--- config.mk ---
export PLATFORM = sky130hd
export DESIGN_NAME = fifo_write_burst_flat
export DESIGN_NICKNAME = d
export VERILOG_FILES = /design/src/rtl/fifo_write_burst_if.sv /design/src/rtl/fifo_write_burst.sv /design/src/flat_wrapper.sv
export SDC_FILE = /design/constraint.sdc
export NUM_CORES = 1
export LEC_CHECK = 0
export ABC_AREA = 1
export CORE_MARGIN = 1.5
export CORE_UTILIZATION = 51
export DETAILED_ROUTE_END_ITERATION = 7
export PLACE_DENSITY = 0.93
export SYNTH_ARGS = -nofsm -noshare
export SYNTH_HDL_FRONTEND = slang
export SYNTH_SLANG_ARGS = --single-unit
--- constraint.sdc ---
create_clock -name clk -period 2.81 [get_ports clk]
set_clock_uncertainty 0.2 [all_clocks]
set_input_delay 0.4215 -clock clk [delete_from_list [all_inputs] [get_ports clk]]
set_output_delay 0.4215 -clock clk [all_outputs]
set_load 0.02 [all_outputs]
--- src/rtl/fifo_write_burst_if.sv ---
`default_nettype none
// ============================================================================
//  Module      : fifo_write_burst_if
//  Description : FIFO port bundle. The master side produces writes and
//                strobes, the slave side is the FIFO itself.
//  Revision    : 1.0  initial release
// ============================================================================
interface fifo_write_burst_if #(
    parameter int WIDTH = 32
);
    logic [WIDTH-1:0] in_data;
    logic             read_valid;
    logic             rst;
    logic             write_valid;
    logic [WIDTH-1:0] out_data;
    logic             read_ready;
    logic             write_ready;

    modport master (
        output in_data, read_valid, rst, write_valid,
        input  out_data, read_ready, write_ready
    );

    modport slave (
        input  in_data, read_valid, rst, write_valid,
        output out_data, read_ready, write_ready
    );
endinterface
`default_nettype wire

--- src/rtl/fifo_write_burst.sv ---
`default_nettype none
// ============================================================================
//  Module      : fifo_write_burst
//  Description : Pushes arg_2 consecutive words starting at arg_1 into an
//                external FIFO, one word per two cycles at most, then reports
//                the number of words written on return_value with valid.
//  Revision    : 1.0  initial release
// ============================================================================
module fifo_write_burst #(
    parameter int WIDTH       = 32,
    parameter int COUNT_WIDTH = 32
) (
    input  wire logic                   clk,
    input  wire logic                   rst,
    fifo_write_burst_if.master          arg_0,
    input  wire logic [WIDTH-1:0]       arg_1,
    input  wire logic [COUNT_WIDTH-1:0] arg_2,
    output logic      [WIDTH-1:0]       return_value,
    output logic                        valid
);

    localparam logic [1:0] S_LOAD = 2'd0;
    localparam logic [1:0] S_WAIT = 2'd1;
    localparam logic [1:0] S_PUSH = 2'd2;
    localparam logic [1:0] S_DONE = 2'd3;

    localparam logic [COUNT_WIDTH-1:0] c_count_zero = '0;
    localparam logic [COUNT_WIDTH-1:0] c_count_one  = COUNT_WIDTH'(1);

    logic [1:0]             r_state;
    logic [1:0]             w_state_next;
    logic [WIDTH-1:0]       r_base;
    logic [COUNT_WIDTH-1:0] r_count;
    logic [COUNT_WIDTH-1:0] r_idx;
    logic [COUNT_WIDTH-1:0] w_idx_inc;
    logic [WIDTH-1:0]       w_idx_w;
    logic                   w_unused_ok;

    // Read-side inputs of the bundle are not needed by a pure writer.
    assign w_unused_ok = ^{arg_0.out_data, arg_0.read_ready};

    // idx never wraps because it stops at count, which fits COUNT_WIDTH.
    assign w_idx_inc = r_idx + c_count_one;

    // Resize the word index to the data width (zero-extend or truncate).
    generate
        if (WIDTH >= COUNT_WIDTH) begin : g_idx_zext
            assign w_idx_w = {{(WIDTH-COUNT_WIDTH){1'b0}}, r_idx};
        end else begin : g_idx_trunc
            assign w_idx_w = r_idx[WIDTH-1:0];
        end
    endgenerate

    // State register plus the burst context (base, count, word index).
    always_ff @(posedge clk) begin
        if (rst) begin
            r_state <= S_LOAD;
            r_base  <= '0;
            r_count <= '0;
            r_idx   <= '0;
        end else begin
            r_state <= w_state_next;
            case (r_state)
                S_LOAD: begin
                    r_base  <= arg_1;
                    r_count <= arg_2;
                    r_idx   <= '0;
                end
                S_PUSH:  r_idx <= w_idx_inc;
                default: ;
            endcase
        end
    end

    // Next-state logic; a word is only strobed after ready was seen high.
    always_comb begin
        w_state_next = r_state;
        case (r_state)
            S_LOAD:  w_state_next = (arg_2 == c_count_zero) ? S_DONE : S_WAIT;
            S_WAIT:  w_state_next = arg_0.write_ready ? S_PUSH : S_WAIT;
            S_PUSH:  w_state_next = (w_idx_inc == r_count) ? S_DONE : S_WAIT;
            S_DONE:  w_state_next = S_DONE;
            default: w_state_next = S_LOAD;
        endcase
    end

    // Moore outputs decoded from state, forced quiet while reset is high.
    always_comb begin
        arg_0.write_valid = 1'b0;
        arg_0.in_data     = '0;
        valid             = 1'b0;
        return_value      = '0;
        if (!rst) begin
            if (r_state == S_PUSH) begin
                arg_0.write_valid = 1'b1;
                arg_0.in_data     = r_base + w_idx_w;
            end
            if (r_state == S_DONE) begin
                valid        = 1'b1;
                return_value = w_idx_w;
            end
        end
    end

    assign arg_0.read_valid = 1'b0;
    assign arg_0.rst        = 1'b0;

endmodule
`default_nettype wire

--- src/flat_wrapper.sv ---
// flat-port wrapper written by rule: the top's interface ports become plain ports
module fifo_write_burst_flat 
#(
    parameter int WIDTH       = 32,
    parameter int COUNT_WIDTH = 32
)
  (clk, rst, arg_1, arg_2, return_value, valid, arg_0_in_data, arg_0_read_valid, arg_0_rst, arg_0_write_valid, arg_0_out_data, arg_0_read_ready, arg_0_write_ready);
  fifo_write_burst_if #(.WIDTH(WIDTH)) arg_0_i ();
  input  wire logic clk;
  input  wire logic rst;
  input  wire logic [WIDTH-1:0] arg_1;
  input  wire logic [COUNT_WIDTH-1:0] arg_2;
  output logic      [WIDTH-1:0] return_value;
  output logic valid;
  output wire logic [$bits(arg_0_i.in_data)-1:0] arg_0_in_data;
  output wire logic [$bits(arg_0_i.read_valid)-1:0] arg_0_read_valid;
  output wire logic [$bits(arg_0_i.rst)-1:0] arg_0_rst;
  output wire logic [$bits(arg_0_i.write_valid)-1:0] arg_0_write_valid;
  input wire logic [$bits(arg_0_i.out_data)-1:0] arg_0_out_data;
  input wire logic [$bits(arg_0_i.read_ready)-1:0] arg_0_read_ready;
  input wire logic [$bits(arg_0_i.write_ready)-1:0] arg_0_write_ready;
  assign arg_0_in_data = arg_0_i.in_data;
  assign arg_0_read_valid = arg_0_i.read_valid;
  assign arg_0_rst = arg_0_i.rst;
  assign arg_0_write_valid = arg_0_i.write_valid;
  assign arg_0_i.out_data = arg_0_out_data;
  assign arg_0_i.read_ready = arg_0_read_ready;
  assign arg_0_i.write_ready = arg_0_write_ready;
  fifo_write_burst #(.WIDTH(WIDTH), .COUNT_WIDTH(COUNT_WIDTH)) u_core (.clk(clk), .rst(rst), .arg_0(arg_0_i), .arg_1(arg_1), .arg_2(arg_2), .return_value(return_value), .valid(valid));
endmodule
Word-level counts from Yosys, hierarchy flattened --
Index checks and enable logic that the tools add are counted.
Cells by class: add/subtract/negate cells 2, eq/ne operators 4, mux-type cells 13, reduce and logical (&&, ||, !) cells 3
Operator list (number):
- 32-bit two-way mux | 4
- 32-bit one-hot mux with 2 select lines | 1
- 32-bit by 1-bit adder with 32-bit output, second input constant | 1
- 32-bit adder | 1
- 32-bit equality test | 1
- 32-bit zero test | 1
- 2-bit one-hot mux with 4 select lines | 1
- 2-bit two-way mux | 3
- 2-bit equality test, second input constant | 2
- 1-bit two-way mux | 4
- 2-bit by 1-bit equality test with 1-bit output, second input constant | 1
- 2-bit zero test | 1
- 2-bit nonzero test | 1
Word-level totals: register bits 98, output and inout bits 68, word-level logic and storage cells 26

Logic depth before layout (Yosys ltp) --
depth in word-level cells 4, gate-level depth with buffers 18, mapped depth without buffers 18

Worst setup path after synthesis --
No wires, ideal clock.
path kind register to output, start point register u_core.r_idx[0], end point output port arg_0_in_data[28], arrival time 2.469 ns, setup slack -0.281 ns, stages on the path, launching flop included 15, path buffers 0, path through dfxtp_1 > ha_1 > fa_1 > nand2_1 > nand3_1 > o21ai_0 > o21ai_1 > nand2_1 > nand2_1 > a21boi_0 > inv_1 > nand2_1 > nand2_1 > nand2_1 > nor3b_1
On the way: word-level cells in the longest chain between the ends 3
Ends and longest elaborated chain:
- start, declared | line fifo_write_burst.sv:34 | logic [COUNT_WIDTH-1:0] r_idx;
- start signal, assigned | line fifo_write_burst.sv:69 | S_PUSH: r_idx <= w_idx_inc;
- 32-bit adder | line fifo_write_burst.sv:96 | arg_0.in_data = r_base + w_idx_w;
- 32-bit two-way mux | line fifo_write_burst.sv:94 | if (r_state == S_PUSH) begin
- 32-bit two-way mux | line fifo_write_burst.sv:93 | if (!rst) begin
- end, declared | line flat_wrapper.sv:15 | output wire logic [$bits(arg_0_i.in_data)-1:0] arg_0_in_data;
No other way between the ends.

Final worst setup path --
start point register u_core.r_idx[20], end point output port arg_0_in_data[27]
Same word-level chain as after synthesis.

==> summary.txt <==
Drt
  – Via Count: 9976
  – Drt total wl: 31.1 mm
  – DR pass1 iterations: 8
  – Vias per std cell: 6.21
  – Final ANT Viol Nets: 0
  – Wire per inst: 19.3 um
  – # DRC: 0
  – Starting DRT DRC Count: 1577

Floorplan
  – Die area: 14700 um2
  – Die Span Y: roughly 120 um
  – Core area: 13400 um2
  – Initial Util: between 50% and 60%
  – FP Rows: between 40 and 50
  – I/O pin total: 168
  – Die Wd: 121 um

Cells and area
  – Most frequent cells in the layout: nand2_1 (260), nor2_1 (228), buf_4 (139)
  – Layout cells sized above 1: approximately a quarter
  – Multi-input logic area: a little over 5000 um2
  – Antenna cells: 0
  – Total area of sequential cells: 1980 um2
  – Fillers: 864
  – Fin cells: 1607
  – P&R area growth vs syn: 47.0%
  – Most common cell after layout, fill and taps aside: nand2_1
  – Nets@finish: 1560

STA
  – Fmax: 289 MHz
  – Fin Hold WS: ~0.27 ns
  – Setup repair after global routing missed its margin: true
  – Final setup fails: 23
  – Pins Over Slew Limit: 0
  – Final Hold Viols: 0
  – Min Tclk post-route: approximately 3.5 ns
  – Final period utilization: 123%
  – Rel. slew slack: 58.9%
  – Worst Tran Pin Value: just over 0.6 ns
  – Final worst slack: -0.648 ns

CTS
  – CTS Buf Count: 9
  – Worst-skew pair later-pin latency: 0.35 ns
  – CTS Sinks: 98
  – CTS tree: built
  – CTS root buffer: clkbuf_16
  – H-tree lvl count: 3
  – Worst-path clk slew: approximately 0.07 ns
  – Bufs on Longest Clock Path: 2

Logic synthesis
  – Number of synthesized register bits: 98
  – Synth warn: 0
  – Synth area leaders: dfxtp_1 (28%), nand2_1 (15%), nor2_1 (13%)
  – Mapped Area: ~7000 um2
  – Synth async-reset ratio: 0%
  – Area leader, netlist: dfxtp_1
  – Syn avg cell area: about 6.0 um2
  – Post-synth EDFFs: 0
  – Register area share after synthesis: 27.6%
  – Yosys top cell area share: roughly 28%
  – Yosys cell types: 43
  – Synth Instances: approximately 1200
  – Commonest register cell after synthesis: dfxtp_1

Power
  – Comb pwr share: 19.6%
  – Clock share of power: 37.5%
  – Seq pwr share: 42.8%
  – Lkg Pwr: 4.66 nW
  – Power Internal: 2.59 mW
  – Power density over the cells: 347 nW/um2
  – Sw frac: 28.6%
  – Sw Pwr: 1.04 mW
  – Maximum vdd drop: 0.284 mV

Worst setup path
  – Arr. time, crit path: 2.84 ns
  – FF-to-FF End: u_core.r_state[1]
  – WS Path Type: reg2out
  – CP top delay family: simple AND/OR/NAND/NOR gates
  – CP Max Fanout: 4
  – Flop-to-flop setup slack: 0.15 ns
  – Stages on the worst setup path: 10
  – Worst R2R Start: u_core.r_idx[0]
  – Critical Path RT: 2.19 ns
  – Slowest cell on crit path: nor3_2
  – Startpoint types: flip-flop
  – CP bufs+invs: 2
  – Max stage delay on crit path: 0.48 ns
  – Worst setup EP type: output pin
  – CP cell instances: ha_2, nand2_1, nor2_2, inv_2, nor3_2, nand4_1, nand3_1, nand2_1, nor2_2, buf_6
  – FF-to-FF path depth: 18

GRT
  – Total global-route track usage: between 30% and 40%
  – Vias in the first global route: 9070
  – Largest net degree at the start of global routing: 52
  – Total grt overflow: 0
  – Initial antenna violation count: 2
  – First-pass GRT wire length: 42.6 mm

Placed design
  – Pre-CTS setup slack: -0.710 ns
  – DP HPWL: 18.8 mm
  – # port buffers: between 100 and 150
  – Placed cell count: approximately 1600
  – Placer Congestion: 0.993

Worst hold path
  – Hold path depth: 2
  – Hold Path Sink: u_core.r_count[5]
  – Hold Crit Start: u_core.r_count[5]
  – HP Class: reg2reg

Run status
  – Status: complete, but fails checks
  – Failing checks: negative setup slack

Flow run
  – Max cap viols: 0
[cells by family (layout without fill, tap and decap cells)]
family,Yosys count,count (layout),share of synthesized area [%]
adder cells (fa/ha/maj),33,33,5.92
buffers and inverters,150,394,8.05
XOR/XNOR,15,15,2.43
other,1,2,0.0528
AND/OR/NAND/NOR,656,656,38.6
AO/OA/AOI/OAI,233,233,17.3
flip-flops,98,98,27.6
[worst max-delay path by stage]
stage                     startpoint                end  slack [ns]
finish              u_core.r_idx[20]  arg_0_in_data[27]       -0.65
global route        u_core.r_idx[24]  arg_0_in_data[31]       -0.68
CTS                  u_core.r_idx[0]  arg_0_in_data[28]       -0.31
detailed placement   u_core.r_idx[0]  arg_0_in_data[28]       -0.71
global placement     u_core.r_idx[0]  arg_0_in_data[28]       -0.53
floorplan            u_core.r_idx[0]  arg_0_in_data[28]       -0.03
[stage by stage]
step / setup TNS, ns / util [%] / area [um2] / power (mW)
6_report: -7.27 / 78.0 / 10400 / 3.63
5_1_grt: -8.64 / 78.0 / 10400 / 3.73
4_1_cts: -3.07 / 75.0 / 10000 / 3.51
3_5_place_dp: -10.89 / 70.9 / 9500 / 2.16
3_3_place_gp: -8.54 / 70.9 / 9500 / 2.13
2_1_floorplan: -0.0314 / - / 7140 / 1.87
[worst reg2reg max path, cell delays in order, from the launching register on]
cell	delay, ns
dfxtp_2	0.37
buf_4	0.19
ha_1	0.22
nand2_2	0.11
nor2_4	0.20
nand2_1	0.20
nor2_1	0.20
nand2_1	0.11
nand2_1	0.11
nand2_1	0.05
nand2_1	0.09
nand2_1	0.07
nor2_1	0.11
nand2_1	0.07
nor2_1	0.09
nand2_1	0.06
nand3_1	0.06
nand2_1	0.05
inv_1	0.06
[per-layer routing]
metal	vias up	GRT usage (%)	share of wire (%)
met5	-	0	0
met4	0	20.6	8.5
met3	309	5.22	13
met2	908	61.8	44
met1	4417	45.1	35
li1	4342	-	-
[synth_stat cells (3+ instances only)]
cell type and count:
a21o_1 4, nor2_4 4, dfxtp_1 98, inv_1 105, inv_2 5, nor2_1 244, xnor3_1 3, o21ai_1 6
xor2_1 8, ha_1 32, nand2_2 6, a31oi_1 4, nand3b_1 10, nand3_1 75, o21ai_0 101, clkbuf_1 35
nand2_1 283, xnor2_1 4, a21boi_0 4, nor3_1 11, nor4_1 7, a21oi_1 101, o211ai_1 3, nand4_1 8
[state kept, by name (all words and copies together), names as in the netlist]
signal	flops
u_core.r_base	32
u_core.r_count	32
u_core.r_idx	32
u_core.r_state	2
[cell type report]
class                           instances  share of cell area (%)
Multi-Input combinational cell        939                    49.6
Timing Repair Buffer                  268                    22.2
Sequential cell                        98                    19.0
Inverter                              111                    4.04
Clock buffer                           10                    2.29
Tap cell                              176                    2.11
Clock inverter                          5                   0.814
[repair_timing]
item / in CTS / in global routing
buffers inserted: 8 / 6
pin swaps: 19 / 39
endpoints found under the setup margin: 60 / 36
hold buffers: 0 / 0
resized for setup: 230 / 127
[power by group through the flow]
stage	registers, mW	clock network (mW)	logic (mW)
global placement	1.56	0	0.574
global route	1.56	1.43	0.754
detailed placement	1.56	0	0.596
CTS	1.54	1.34	0.622
finish	1.55	1.36	0.712
floorplan	1.54	0	0.327
No activity file was read; power rests on OpenSTA's default activity.
